File: src/rtl/ej32_dstack.sv
// eJ32 data stack: NOS and N2 in registers, deeper entries in a single-write-port
// memory with a registered read of entry 3, plus depth tracking and sticky error flags.
module ej32_dstack #(
   parameter int unsigned DSZ      = 32,
   parameter int unsigned SS_DEPTH = 32,
   parameter int unsigned SPZ      = $clog2(SS_DEPTH) + 1
) (
   input  logic           clk,
   input  logic           rst,
   input  logic           en,
   input  logic [2:0]     op,
   input  logic [DSZ-1:0] t_i,
   input  logic           clr_err,
   output logic [DSZ-1:0] s_o,
   output logic [DSZ-1:0] n2_o,
   output logic [SPZ-1:0] depth_o,
   output logic           full_o,
   output logic           empty_o,
   output logic           ovf_o,
   output logic           udf_o
);

   localparam int unsigned AW = $clog2(SS_DEPTH);
   localparam int unsigned MD = SS_DEPTH - 2;

   typedef enum logic [2:0] {
      OP_NOP   = 3'd0,
      OP_POP   = 3'd1,
      OP_PUSH  = 3'd2,
      OP_MOVE  = 3'd3,
      OP_SWAPN = 3'd4
   } op_e;

   logic [DSZ-1:0] mem [MD];

   logic [DSZ-1:0] s_q, s_d, n2_q, n2_d, rd_q, rd_d;
   logic [SPZ-1:0] depth_q, depth_d;
   logic           ovf_q, ovf_d, udf_q, udf_d;
   logic           full_c, empty_c, set_ovf, set_udf, mem_we;
   logic [AW-1:0]  mem_waddr, rd_addr;

   assign full_c  = (depth_q == SPZ'(SS_DEPTH));
   assign empty_c = (depth_q == '0);

   // Next-state logic; rd_q always mirrors entry 3 (mem[depth-3]) or 0 when depth < 3
   always_comb begin
      s_d       = s_q;
      n2_d      = n2_q;
      rd_d      = rd_q;
      depth_d   = depth_q;
      set_ovf   = 1'b0;
      set_udf   = 1'b0;
      mem_we    = 1'b0;
      mem_waddr = '0;
      rd_addr   = '0;
      if (en) begin
         case (op)
            OP_PUSH: begin
               if (full_c) begin
                  set_ovf = 1'b1;
               end else begin
                  mem_we    = (depth_q >= SPZ'(2));
                  mem_waddr = AW'(depth_q - SPZ'(2));
                  n2_d      = s_q;
                  s_d       = t_i;
                  depth_d   = depth_q + SPZ'(1);
                  // new entry 3 is the word being written this cycle
                  rd_d      = (depth_q >= SPZ'(2)) ? n2_q : '0;
               end
            end
            OP_POP: begin
               if (empty_c) begin
                  set_udf = 1'b1;
               end else begin
                  s_d     = n2_q;
                  n2_d    = rd_q;
                  depth_d = depth_q - SPZ'(1);
                  if (depth_q >= SPZ'(4)) begin
                     rd_addr = AW'(depth_q - SPZ'(4));
                     rd_d    = mem[rd_addr];
                  end else begin
                     rd_d    = '0;
                  end
               end
            end
            OP_MOVE: begin
               if (empty_c) set_udf = 1'b1;
               else         s_d     = t_i;
            end
            OP_SWAPN: begin
               if (depth_q < SPZ'(2)) begin
                  set_udf = 1'b1;
               end else begin
                  s_d  = n2_q;
                  n2_d = s_q;
               end
            end
            default: ;
         endcase
      end
      ovf_d = set_ovf | (ovf_q & ~clr_err);
      udf_d = set_udf | (udf_q & ~clr_err);
   end

   always_ff @(posedge clk) begin
      if (rst) begin
         s_q     <= '0;
         n2_q    <= '0;
         rd_q    <= '0;
         depth_q <= '0;
         ovf_q   <= 1'b0;
         udf_q   <= 1'b0;
      end else begin
         s_q     <= s_d;
         n2_q    <= n2_d;
         rd_q    <= rd_d;
         depth_q <= depth_d;
         ovf_q   <= ovf_d;
         udf_q   <= udf_d;
      end
   end

   // Single write port; contents are not cleared by reset
   always_ff @(posedge clk) begin
      if (!rst && mem_we) mem[mem_waddr] <= n2_q;
   end

   assign s_o     = s_q;
   assign n2_o    = n2_q;
   assign depth_o = depth_q;
   assign full_o  = full_c;
   assign empty_o = empty_c;
   assign ovf_o   = ovf_q;
   assign udf_o   = udf_q;

endmodule

File: config.mk
export PLATFORM = sky130hd
export DESIGN_NAME = ej32_dstack
export DESIGN_NICKNAME = d
export VERILOG_FILES = /design/src/rtl/ej32_dstack.sv
export SDC_FILE = /design/constraint.sdc
export NUM_CORES = 1
export LEC_CHECK = 0
export CORE_ASPECT_RATIO = 0.75
export CORE_MARGIN = 3
export CORE_UTILIZATION = 33
export DETAILED_ROUTE_END_ITERATION = 6
export PLACE_DENSITY = 0.45
export SLEW_MARGIN = 30
export SYNTH_ARGS = -nofsm -noshare
export SYNTH_HDL_FRONTEND = slang
export SYNTH_SLANG_ARGS = --single-unit
File: constraint.sdc
create_clock -name clk -period 10.29 [get_ports clk]
set_input_delay 1.5435 -clock clk [delete_from_list [all_inputs] [get_ports clk]]
set_output_delay 1.5435 -clock clk [all_outputs]
set_load 0.005 [all_outputs]
==> results of run 1 <==
## metrics by stage
step | power, W | worst slack [ps] | hold slack, ps
after floorplan | 0.00491 | 5650 | 478
after global placement | 0.00501 | 4410 | 500
after detailed placement | 0.00501 | 4280 | 502
after CTS | 0.00886 | 4990 | 512
after global routing | 0.00904 | 4700 | 535
final | 0.00876 | 5160 | 513
## area by class of cell
| cell class | instances | share of cell area [%] |
|---|---|---|
| flip-flops and latches | 1064 | 62.3 |
| multi-input cells | 1130 | 21.9 |
| clock buffers | 144 | 5.92 |
| repair buffers | 211 | 4.46 |
| well taps | 1667 | 4.20 |
| clock inverters | 52 | 0.950 |
| inverters | 41 | 0.310 |
| diodes | 1 | 0.00504 |
## worst max-delay path by stage
| stage | cells past startpoint | to | slack, ps | startpoint |
|---|---|---|---|---|
| floorplan | 13 | mem[4][0]$_DFFE_PP_ | 5650 | depth_o[2]$_SDFFE_PP0P_ |
| global placement | 11 | depth_o[5]$_SDFFE_PP0P_ | 4410 | op[1] |
| detailed placement | 11 | depth_o[5]$_SDFFE_PP0P_ | 4280 | op[1] |
| CTS | 3 | depth_o[0] | 4990 | depth_o[0]$_SDFFE_PP0P_ |
| global route | 8 | rd_q[9]$_SDFFE_PP0P_ | 4700 | depth_o[0]$_SDFFE_PP0P_ |
| finish | 3 | depth_o[0] | 5160 | depth_o[0]$_SDFFE_PP0P_ |
## Yosys cell counts, types with 7 or more instances
library cell / n / share of area (%)
buf_4: 15 / 0.27
dfxtp_1: 104 / 4.9
edfxtp_1: 960 / 68
nand4_1: 32 / 0.47
nand3_1: 37 / 0.44
mux4_2: 224 / 12
a21oi_1: 72 / 0.85
mux2_1: 11 / 0.29
mux2_2: 54 / 1.4
o211ai_1: 35 / 0.62
o21ai_0: 61 / 0.72
buf_2: 40 / 0.47
mux2i_1: 65 / 1.5
nand2_1: 234 / 2.1
nor2_1: 106 / 0.94
ha_1: 9 / 0.27
buf_1: 27 / 0.24
a211oi_1: 34 / 0.60
inv_1: 40 / 0.35
nor2b_1: 70 / 1.0
clkbuf_1: 66 / 0.59
o21ai_1: 7 / 0.083
a2111oi_0: 32 / 0.66
## routing by layer
layer	wire length, um	share of wire, %	up-vias	global-route usage [%]
li1	-	-	9772	-
met1	60700	48	12400	29.7
met2	54200	42	846	27.3
met3	11100	8.7	125	5.05
met4	1750	1.4	0	3.24
met5	0	0	-	0
## registers in the layout, summed over array words and instances (netlist names)
register / flops
udf_o: 1
n2_o: 32
s_o: 32
mem: 960
ovf_o: 1
depth_o: 6
rd_q: 32
## worst max-delay path, stage by stage, from the launching register on
cell	delay [ps]
dfxtp_4	740
buf_4	670
buf_4	710
clkdlybuf4s50_1	650
## logic make-up (layout without fill, tap and decap cells)
group	after synthesis	after routing	share of synthesized area, %
AND/OR/NAND/NOR	501	501	5.37
multiplexers	354	354	15.2
AO/OA/AOI/OAI	258	258	3.90
XOR/XNOR	7	7	0.145
flip-flops	1064	1064	73.0
buffers and inverters	194	448	2.06
adder cells (fa/ha/maj)	10	10	0.313
other	0	1	0
## power groups by stage
| stage | logic [W] | registers, W | clock network [W] |
|---|---|---|---|
| after floorplan | 0.000151 | 0.00476 | 0 |
| after CTS | 0.000241 | 0.00468 | 0.00394 |
| after detailed placement | 0.000241 | 0.00477 | 0 |
| final | 0.000236 | 0.00468 | 0.00385 |
| after global placement | 0.000236 | 0.00477 | 0 |
| after global routing | 0.000255 | 0.00468 | 0.00411 |
==> out/metrics.cfg, run 1 <==
[pwr]
p_sw_w=0.00183
p_int_w=0.00693
p_sw_share_pct=20.9
p_seq_share_pct=53.4
p_clk_share_pct=43.9
ir_drop_uv=128
cellLeakagePower_nw=17.3
p_per_area_mw_per_mm2=177
combPwrFrac_pct=2.7

[worst_setup_path]
worstPathArrival_ps=3590
r2r_cells=8
crit_path_max_fanout=34
reg2reg_from=depth_o[0]$_SDFFE_PP0P_
r2r-end=rd_q[31]$_SDFFE_PP0P_
worstSetupStartpointType=flip-flop
r2r_slack_ps=5230
crit_type=flip-flop to primary output
end_kind=primary output
required_ps=8750

[floorplanning]
die_w_um=420
dieArea_sq_mm=0.133
die_h_um=316
ios=113
coreArea_sq_mm=0.127
row_count=113
initial_core_util_pct=33.3

[grt]
grt_pass1_vias=23300
grt_overflow=0
grt_usage_pct=19.2
grt_first_pass_wirelength_um=180000
antenna_found_initial=18
grt_max_degree=104

[detailed_routing]
ant_nets=0
totalWireLength_um=128000
drt_iter0_drc=2238
vias=23200
drc=0
wl_per_cell_um=29.6
dr.pass1.iters=5
viasPerCell=5.38

[clocking]
cts_hold_buf=0
clock_path_buffers=3
cts_tree=yes
ctsResizeCount=0
clockRootBuffer=clkbuf_16
worstSkewPairLatency_ps=710
cts_setup_buffers=0
cts_num_sinks=1064
htreeDepth=3
clk_pin_slew_worst_paths_ps=70
cts_buffers=106

[logic_synthesis]
ys.flop_type=edfxtp_1
ys_warn_count=0
async_flop_share_pct=0
synth_edf_count=960
syn_inst=2388
yosysSeqAreaShare_pct=73.0
synth_area_per_cell_sq_um=17.7
syn_area_sq_mm=0.0423
ys_seq_elements=1064
synth_nets=2437
ys_types=56

[placed_design]
place_area_sq_mm=0.0462
placed_cells=4113
place_congestion=0.835
io_buffers=112
hpwl_um=78400

[sta]
fin_worst_skew_ps=18.3
maxSlewViolCount=0
setup_viol=0
relSlewSlack_pct=30.5
hold_violations=0
setup_tns_ps=0
rsz0062_at_grt=no
tightest_slew_ps=1030
max_freq_ghz=0.195
fin_crit_ps=5130
finalCritPeriodShare_pct=49.9

[finish]
final_common_cell=edfxtp_1
layout_common_cells=960 x edfxtp_1, 234 x nand2_1, 224 x mux4_2, 111 x clkdlybuf4s50_1, 110 x clkbuf_16
fin_util_pct=39.1
stdcell_area_sq_mm=0.0497
fillCellCount=11600
finalNonFillerCells=4310
multi_input_area_sq_mm=0.0109
synthToLayoutAreaGrowth_pct=17.3
nNetsFinal=2603
drive_gt1_share_pct=22.0
regArea_sq_mm=0.0309

[hold_path]
hold_path_class=flip-flop to flip-flop
worstHoldStart=rd_q[5]$_SDFFE_PP0P_
hold-path-endpoint=rd_q[5]$_SDFFE_PP0P_
min_path_cells=2

[job]
maxCapViolCount=0

[status]
status=finished, final reports clean

Note: power is estimated with default switching activity, not from simulation.
==> run 2, diff against run 1 <==
--- a/config.mk
+++ b/config.mk
@@ -9,7 +9,7 @@
 export CORE_MARGIN = 3
 export CORE_UTILIZATION = 33
 export DETAILED_ROUTE_END_ITERATION = 6
-export PLACE_DENSITY = 0.45
+export PLACE_DENSITY = 0.47
 export SLEW_MARGIN = 30
 export SYNTH_ARGS = -nofsm -noshare
 export SYNTH_HDL_FRONTEND = slang
==> constraint.sdc (replaced) <==
create_clock -name clk -period 4.65 [get_ports clk]
set_input_delay 0.6975 -clock clk [delete_from_list [all_inputs] [get_ports clk]]
set_output_delay 0.6975 -clock clk [all_outputs]
set_load 0.005 [all_outputs]
==> run 2 against run 1 <==
Core utilization rose by 0.085 points. Largest power group unchanged. Die area unchanged. Wire length is 3.7% lower. Total power grew 120%. Register-to-register slack got worse by 4900 ps. Non-clock buffer count up 5. Sequential share of layout area is 0.13 points lower.
==> out/metrics.cfg, run 2 (synthesized netlist as in run 1, its figures left out) <==
[pwr]
p_seq_share_pct=53.3  ; about the same
p_per_area_mw_per_mm2=390  ; +120%
ir_drop_uv=270  ; +110%
p_clk_share_pct=44.0  ; about the same
combPwrFrac_pct=2.8  ; about the same
p_int_w=0.0154  ; +120%
p_sw_w=0.00397  ; +120%
p_sw_share_pct=20.5  ; -0.45 points
cellLeakagePower_nw=17.3  ; about the same
finalPower_w=0.0194  ; +120%

[detailed_routing]
dr.pass1.iters=5  ; unchanged
wl_per_cell_um=28.5  ; -3.8%
viasPerCell=5.32  ; -1.1%
ant_nets=0  ; unchanged
drc=0  ; unchanged
totalWireLength_um=123000  ; -3.7%
vias=22900  ; -1.0%
drt_iter0_drc=2405  ; +7.5%

[floorplanning]
coreArea_sq_mm=0.127  ; unchanged
die_w_um=420  ; unchanged
row_count=113  ; unchanged
dieArea_sq_mm=0.133  ; unchanged
ios=113  ; unchanged
die_h_um=316  ; unchanged
initial_core_util_pct=33.3  ; unchanged

[finish]
synthToLayoutAreaGrowth_pct=17.6
nNetsFinal=2604  ; +0.038%
layout_common_cells=960 x edfxtp_1, 234 x nand2_1, 224 x mux4_2, 111 x clkdlybuf4s50_1, 104 x clkbuf_16
fin_util_pct=39.2  ; +0.085 points
drive_gt1_share_pct=22.0  ; +0.097 points
top_register=mem
largest_reg_flops=960  ; unchanged
finalNonFillerCells=4314  ; +0.093%
final_common_cell=edfxtp_1
stdcell_area_sq_mm=0.0498  ; +0.22%

[worst_setup_path]
worstSetupStartpointType=flip-flop
end_kind=flip-flop
worstPathArrival_ps=4810  ; +1220 ps
crit_path_cell_trace=buf_4 > buf_4 > mux4_2 > nand4_1 > o21ai_0 > a2111oi_0 > a211oi_1
worst-path-buf-inv=2  ; -1
critical_path.top_delay_family=buffers and inverters
crit_slowest_cell=buf_4
critical_path.max_stage_delay_ps=840  ; +100 ps
crit_top_cell=buf_4
crit_path_max_fanout=66  ; +94%
required_ps=5180  ; -3570 ps
crit_type=flip-flop to flip-flop

[job]
maxCapViolCount=0  ; unchanged

[placed_design]
placed_cells=4118  ; +0.12%
io_buffers=112  ; unchanged
hpwl_um=74800  ; -4.6%
place_congestion=0.796  ; -4.7%
place_area_sq_mm=0.0464  ; +0.25%

[sta]
maxSlewViolCount=0  ; unchanged
rsz0062_at_grt=no
tightest_slew_ps=1110  ; +81.4 ps
setup_viol=0  ; unchanged
max_freq_ghz=0.233
fin_worst_skew_ps=29.4  ; +11.1 ps
setup_tns_ps=0  ; unchanged
fin_crit_ps=4290
finalCritPeriodShare_pct=92.2
hold_violations=0  ; unchanged
relSlewSlack_pct=23.9  ; -6.6 points

[status]
status=finished, final reports clean

[grt]
grt_pass1_vias=22500  ; -3.5%
grt_max_degree=97  ; -6.7%
grt_overflow=0  ; unchanged
grt_usage_pct=18.3  ; -0.84 points
antenna_found_initial=5  ; -13
grt_first_pass_wirelength_um=173000  ; -3.6%

[clocking]
cts_num_sinks=1064  ; unchanged
cts_setup_buffers=0  ; unchanged
cts_hold_buf=0  ; unchanged
clock_path_buffers=3  ; unchanged
clk_pin_slew_worst_paths_ps=70  ; about the same
cts_tree=yes
cts_buffers=102  ; -3.8%
clockRootBuffer=clkbuf_16
htreeDepth=3  ; unchanged
ctsResizeCount=0  ; unchanged
worstSkewPairLatency_ps=700  ; about the same

[hold_path]
hold_path_class=flip-flop to flip-flop

==> run 2: changes by cell type in the layout (fill, tap and decap cells not counted), sizes merged <==
cell / change
bufinv: +4
buf: +5
inv: -1
clkinvlp: +2
clkbuf: +10
clkinv: -18
diode: +2
==> run 2: path summary, 6_finish.rpt <==
path / start / to / slack, ps / depth (start not counted)
max: depth_o[2]$_SDFFE_PP0P_ / rd_q[31]$_SDFFE_PP0P_ / 360 / 7
min: rd_q[8]$_SDFFE_PP0P_ / rd_q[8]$_SDFFE_PP0P_ / 500 / 2
max reg2reg: depth_o[2]$_SDFFE_PP0P_ / rd_q[31]$_SDFFE_PP0P_ / 360 / 7
min reg2reg: rd_q[8]$_SDFFE_PP0P_ / rd_q[8]$_SDFFE_PP0P_ / 500 / 2
==> run 2: final cells by class <==
cell class | count | area [sq um]
clock inverter | 39 | 494
fill | 11600 | 77200
antenna | 3 | 7.51
inverter | 41 | 154
timing repair buffer | 216 | 2330
tap | 1667 | 2090
clock buffer | 154 | 2900
sequential | 1064 | 30900
multi-input combinational | 1130 | 10900
==> run 2: power by group through the flow <==
stage	combinational [W]	clock, W	sequential (W)
finish	0.000535	0.00854	0.0103
global route	0.000577	0.00907	0.0103
CTS	0.000545	0.00871	0.0103
detailed placement	0.000544	0	0.0106
global placement	0.000537	0	0.0106
floorplan	0.000335	0	0.0105
==> run 2: worst reg2reg max path, stage by stage, from the launching register on <==
cell and delay, ps:
dfxtp_4 680, buf_4 670, buf_4 920, mux4_2 520, nand4_1 90, o21ai_0 210
a2111oi_0 840, a211oi_1 190
==> run 2: through the flow <==
stage               setup WS, ps  hold WS [ps]
floorplan                   8.39           478
global placement             315           494
detailed placement           315           494
CTS                          293           480
global route                 215           520
finish                       363           502
==> run 2: routing by layer <==
metal	global-route usage, %	vias up	part of all wire, %
li1	-	9765	-
met1	29.1	12200	48
met2	24.5	818	40
met3	5.50	124	9.5
met4	3.59	0	1.6
met5	0	-	0
==> run 3, diff against run 2 <==
--- a/config.mk
+++ b/config.mk
@@ -10,6 +10,7 @@
 export CORE_UTILIZATION = 33
 export DETAILED_ROUTE_END_ITERATION = 6
 export PLACE_DENSITY = 0.47
+export REMOVE_ABC_BUFFERS = 1
 export SLEW_MARGIN = 30
 export SYNTH_ARGS = -nofsm -noshare
 export SYNTH_HDL_FRONTEND = slang
==> run 3 against run 2 <==
Wire length grew 0.55%. Non-clock buffer count up 7. Hold slack lost 9.5 ps. Sequential power about the same. Final area grew 0.13%.
==> out/metrics.cfg, run 3 (synthesized netlist as in run 1, its figures left out) <==
[status]
status=finished, final reports clean

[worst_setup_path]
worstPathArrival_ps=4050  ; -760 ps
critical_path.max_stage_delay_ps=820  ; -20 ps
cp.depth=7  ; unchanged
required_ps=5060  ; -120 ps
crit_path_max_fanout=17  ; -74%
crit_slowest_cell=or4_1
worstSetupStartpointType=flip-flop
crit_type=flip-flop to flip-flop
r2r_slack_ps=1000  ; +640 ps
crit_end=mem[12][8]$_DFFE_PP_
crit_path_cell_trace=inv_1 > ha_1 > or3b_1 > a211oi_2 > or4_1 > nor2_4 > buf_12
r2r-end=mem[12][8]$_DFFE_PP_
worstSetupStartpoint=depth_o[3]$_SDFFE_PP0P_
worst-path-buf-inv=2  ; unchanged
critical_path.top_delay_family=simple AND/OR/NAND/NOR gates
end_kind=flip-flop
r2r_cells=7  ; unchanged
reg2reg_from=depth_o[3]$_SDFFE_PP0P_

[pwr]
p_seq_share_pct=53.3  ; about the same
finalPower_w=0.0194  ; about the same
ir_drop_uv=263  ; -2.4%
cellLeakagePower_nw=17.3  ; +0.16%
p_sw_share_pct=20.9  ; +0.44 points
p_sw_w=0.00406  ; +2.1%
p_per_area_mw_per_mm2=390  ; -0.17%
p_clk_share_pct=43.8  ; -0.2 points
combPwrFrac_pct=2.9  ; about the same
p_int_w=0.0154  ; -0.59%

[detailed_routing]
totalWireLength_um=124000  ; +0.55%
vias=22800  ; -0.52%
viasPerCell=5.28  ; -0.70%
ant_nets=0  ; unchanged
drt_iter0_drc=2001  ; -17%
wl_per_cell_um=28.6  ; +0.37%
dr.pass1.iters=7  ; +2
drc=0  ; unchanged

[clocking]
ctsResizeCount=0  ; unchanged
htreeDepth=3  ; unchanged
cts_num_sinks=1064  ; unchanged
cts_tree=yes
worstSkewPairLatency_ps=720  ; +20 ps
cts_setup_buffers=0  ; unchanged
clk_pin_slew_worst_paths_ps=60  ; about the same
clockRootBuffer=clkbuf_16
cts_buffers=107  ; +4.9%
cts_hold_buf=0  ; unchanged
clock_path_buffers=3  ; unchanged

[sta]
max_freq_ghz=0.274  ; +18%
tightest_slew_ps=898  ; -215 ps
timing.final.ws_setup_ps=1000  ; +641 ps
hold_violations=0  ; unchanged
setup_viol=0  ; unchanged
fin_crit_ps=3650  ; -641 ps
relSlewSlack_pct=39.9  ; +16 points
maxSlewViolCount=0  ; unchanged
holdWs_ps=493  ; -9.53 ps
fin_worst_skew_ps=29.6  ; +0.179 ps
rsz0062_at_grt=no
finalCritPeriodShare_pct=78.4  ; -14 points
setup_tns_ps=0  ; unchanged

[floorplanning]
dieArea_sq_mm=0.133  ; unchanged
coreArea_sq_mm=0.127  ; unchanged
die_w_um=420  ; unchanged
initial_core_util_pct=33.3  ; unchanged
die_h_um=316  ; unchanged
row_count=113  ; unchanged
ios=113  ; unchanged

[finish]
final_common_cell=edfxtp_1
layout_common_cells=960 x edfxtp_1, 234 x nand2_1, 224 x mux4_2, 111 x clkdlybuf4s50_1, 107 x clkbuf_16
top_register=mem
finalNonFillerCells=4322  ; +0.19%
largest_reg_flops=960  ; unchanged
synthToLayoutAreaGrowth_pct=17.7
nNetsFinal=2616  ; +0.46%
drive_gt1_share_pct=22.0  ; -0.083 points

[grt]
grt_max_degree=148  ; +53%
antenna_found_initial=2  ; -3
grt_overflow=0  ; unchanged
grt_first_pass_wirelength_um=178000  ; +3.0%
grt_usage_pct=18.7  ; +0.39 points
grt_pass1_vias=24000  ; +6.6%

[placed_design]
hpwl_um=72100  ; -3.6%
placed_cells=4124  ; +0.15%
place_congestion=0.787  ; -1.1%
place_ws_ps=675  ; +360 ps
io_buffers=112  ; unchanged

[hold_path]
hold_path_class=input port to flip-flop
worstHoldStart=rst
min_path_cells=2  ; unchanged

[job]
maxCapViolCount=0  ; unchanged

[run 3: cell types whose count changed in the layout (fill, tap and decap cells not counted), moves of 3 or more]
cell        previous run  this run
clkinv_1               8        27
a2111oi_0             22        32
a2111oi_1             10         0
clkbuf_1              39        29
clkbuf_8              11         1
buf_4                 72        78
buf_12                27        31
clkinv_2              13         9
clkbuf_16            104       107
clkinvlp_4             4         7
[run 3: worst min-delay path by stage]
| stage | slack (ps) | to |
|---|---|---|
| detailed placement | 500 | rd_q[23]$_SDFFE_PP0P_ |
| global placement | 500 | rd_q[23]$_SDFFE_PP0P_ |
| floorplan | 470 | rd_q[0]$_SDFFE_PP0P_ |
| global route | 480 | depth_o[0]$_SDFFE_PP0P_ |
| CTS | 430 | depth_o[0]$_SDFFE_PP0P_ |
| finish | 490 | depth_o[0]$_SDFFE_PP0P_ |
[run 3: power groups by stage]
stage	Sequential (W)	Combinational, W	Clock, W
final	0.0103	0.000557	0.00851
after CTS	0.0103	0.000569	0.00875
after global routing	0.0103	0.000599	0.00915
after global placement	0.0106	0.000555	0
after floorplan	0.0106	0.000277	0
after detailed placement	0.0106	0.000567	0
[run 3: metal layers]
| metal | global-route usage (%) | vias to the layer above | wire [um] |
|---|---|---|---|
| li1 | - | 9819 | - |
| met1 | 27.2 | 12200 | 57800 |
| met2 | 29.7 | 594 | 57600 |
| met3 | 3.00 | 163 | 5390 |
| met4 | 4.57 | 0 | 2820 |
| met5 | 0 | - | 0 |
[run 3: through the flow]
step	area [sq um]	util, %
global route	49800	39.2
floorplan	41600	-
detailed placement	46400	36.5
CTS	49800	39.2
finish	49800	39.2
global placement	46300	36.5
[run 3: area by class of cell]
cell class	count	area [sq um]
Multi-Input combinational cell	1130	10900
Tap cell	1667	2090
Sequential cell	1064	30900
Fill cell	11500	77100
Clock buffer	137	2800
Clock inverter	59	617
Antenna cell	1	2.50
Inverter	41	154
Timing Repair Buffer	223	2380
==> RTL change: new RTL, flow settings as in run 2 <==
Reset style: asynchronous (`rst`), changed in one clocked block.
--- a/src/rtl/ej32_dstack.sv
+++ b/src/rtl/ej32_dstack.sv
@@ -103,5 +103,5 @@
    end
 
-   always_ff @(posedge clk) begin
+   always_ff @(posedge clk or posedge rst) begin
       if (rst) begin
          s_q     <= '0;
Function: changed (Yosys sat finds a counterexample within 4 cycles, from zero or initial values and one cycle with rst high; the reset may be asserted at any time).
==> RTL change against run 2 <==
- cell area is 0.62% lower
- sequential share of layout area is 1.5 points higher
- synthesized area down 0.68%
- first-iteration DRC count fell by 11%
- routed wire length down 6.6%
- sequential cell count unchanged
- worst setup slack better by 0.41 ns
- global-route usage shrank 0.76 points
- maximum frequency increased by 11%
- non-clock buffer count rose by 9
- worst hold slack worse by 0.11 ns
- largest cell class unchanged
Power is not compared: it rests on default switching activity, and its combinational part moved more than twofold at a synthesized area within 25%.
==> RTL change: results (changes against run 2) <==
[finish]
multi_input_cells = 857  ; was 1130
final-instance-count-excl-fill = 4004  ; was 4314
n_clock_buffer = 132  ; was 154
nNonClkInverters = 12  ; was 41
fillerInstances = 11150  ; was 11.57k
fin_nets = 2313  ; was 2604
seq-cell-share_pct = 63.62  ; was 62.15%
diodes = 1  ; was 3
buf_share_pct = 4.294  ; was 4.680%
postLayoutCellArea_sq_um = 49450  ; was 49760 sq um
final-clk-cell-share_pct = 6.943  ; was 6.822%
non_clock_buffer_count = 225  ; was 216

[global_routing]
grt_pass1_vias = 21780  ; was 22.48k
met2_usage_pct = 27.33  ; was 24.53%
grt_pass1_wl_mm = 166.0  ; was 173.1 mm
track_usage_pct = 17.58  ; was 18.34%
gr-usage-met1_pct = 26.02  ; was 29.13%
grt_max_degree = 135  ; was 97

[drt]
routed_wl_mm = 114.8  ; was 122.9 mm
num_vias = 20730  ; was 22.93k
drtIter0Drc = 2135  ; was 2405
met1_length_mm = 53.23  ; was 59.45 mm
dr_wl_met2_mm = 53.27  ; was 49.75 mm

[floorplan]
core_area_sq_um = 125400  ; was 127000 sq um

[yosys]
synth_nets = 2087  ; was 2437
synth.distinct_cells = 51  ; was 56
ys_seq_area_share_pct = 74.76  ; was 73.03%
async_reset_ff_share_pct = 9.774  ; was 0%

[worst_hold_path]
hp-class = in -> async  ; was reg -> reg

[place]
gp_congestion = 0.8028  ; was 0.7956
pre_cts_ws_ns = 0.8590  ; was 0.3146 ns
place_hpwl_mm = 71.14  ; was 74.81 mm
dp_cells = 3811  ; was 4118

[worst_setup_path]
cpMaxStageDelayCell = clkdlybuf4s50_1  ; was buf_4
cp_slowest_stage_delay_ns = 0.58  ; was 0.84 ns
cp.arrival_ns = 3.18  ; was 4.81 ns
reg2reg_from = depth_o[3]  ; was depth_o[2]

[timing]
worstMarginPinSlew_ns = 1.030  ; was 1.113 ns
fin_worst_skew_ns = 0.02077  ; was 0.02938 ns

[clock_network]
cts_buffers = 104  ; was 102

[run_status]
status = finished clean  ; unchanged

RTL change: logic make-up (layout without fill, tap and decap cells):
| logic type | after synthesis | after routing | synth area share, % |
|---|---|---|---|
| and+or+nand+nor | 330 | 330 | 3.542 |
| DFF | 1064 | 1064 | 74.76 |
| AOI/OAI and AO/OA | 89 | 89 | 1.446 |
| other | 0 | 1 | 0 |
| xor gates and xnor gates | 10 | 10 | 0.2084 |
| muxes | 418 | 418 | 18.32 |
| adders and majority gates | 10 | 10 | 0.3155 |
| buffers and inverters | 117 | 429 | 1.408 |
RTL change: worst min path at each step:
stage            from  slack, ns         end  cells after the start
4_1_cts           rst       0.35  depth_o[3]                      2
6_report          rst       0.39  depth_o[3]                      2
3_5_place_dp    udf_o       0.51       udf_o                      1
2_1_floorplan   ovf_o       0.50       ovf_o                      1
5_1_grt           rst       0.35  depth_o[3]                      2
3_3_place_gp   s_o[5]       0.51      s_o[5]                      1
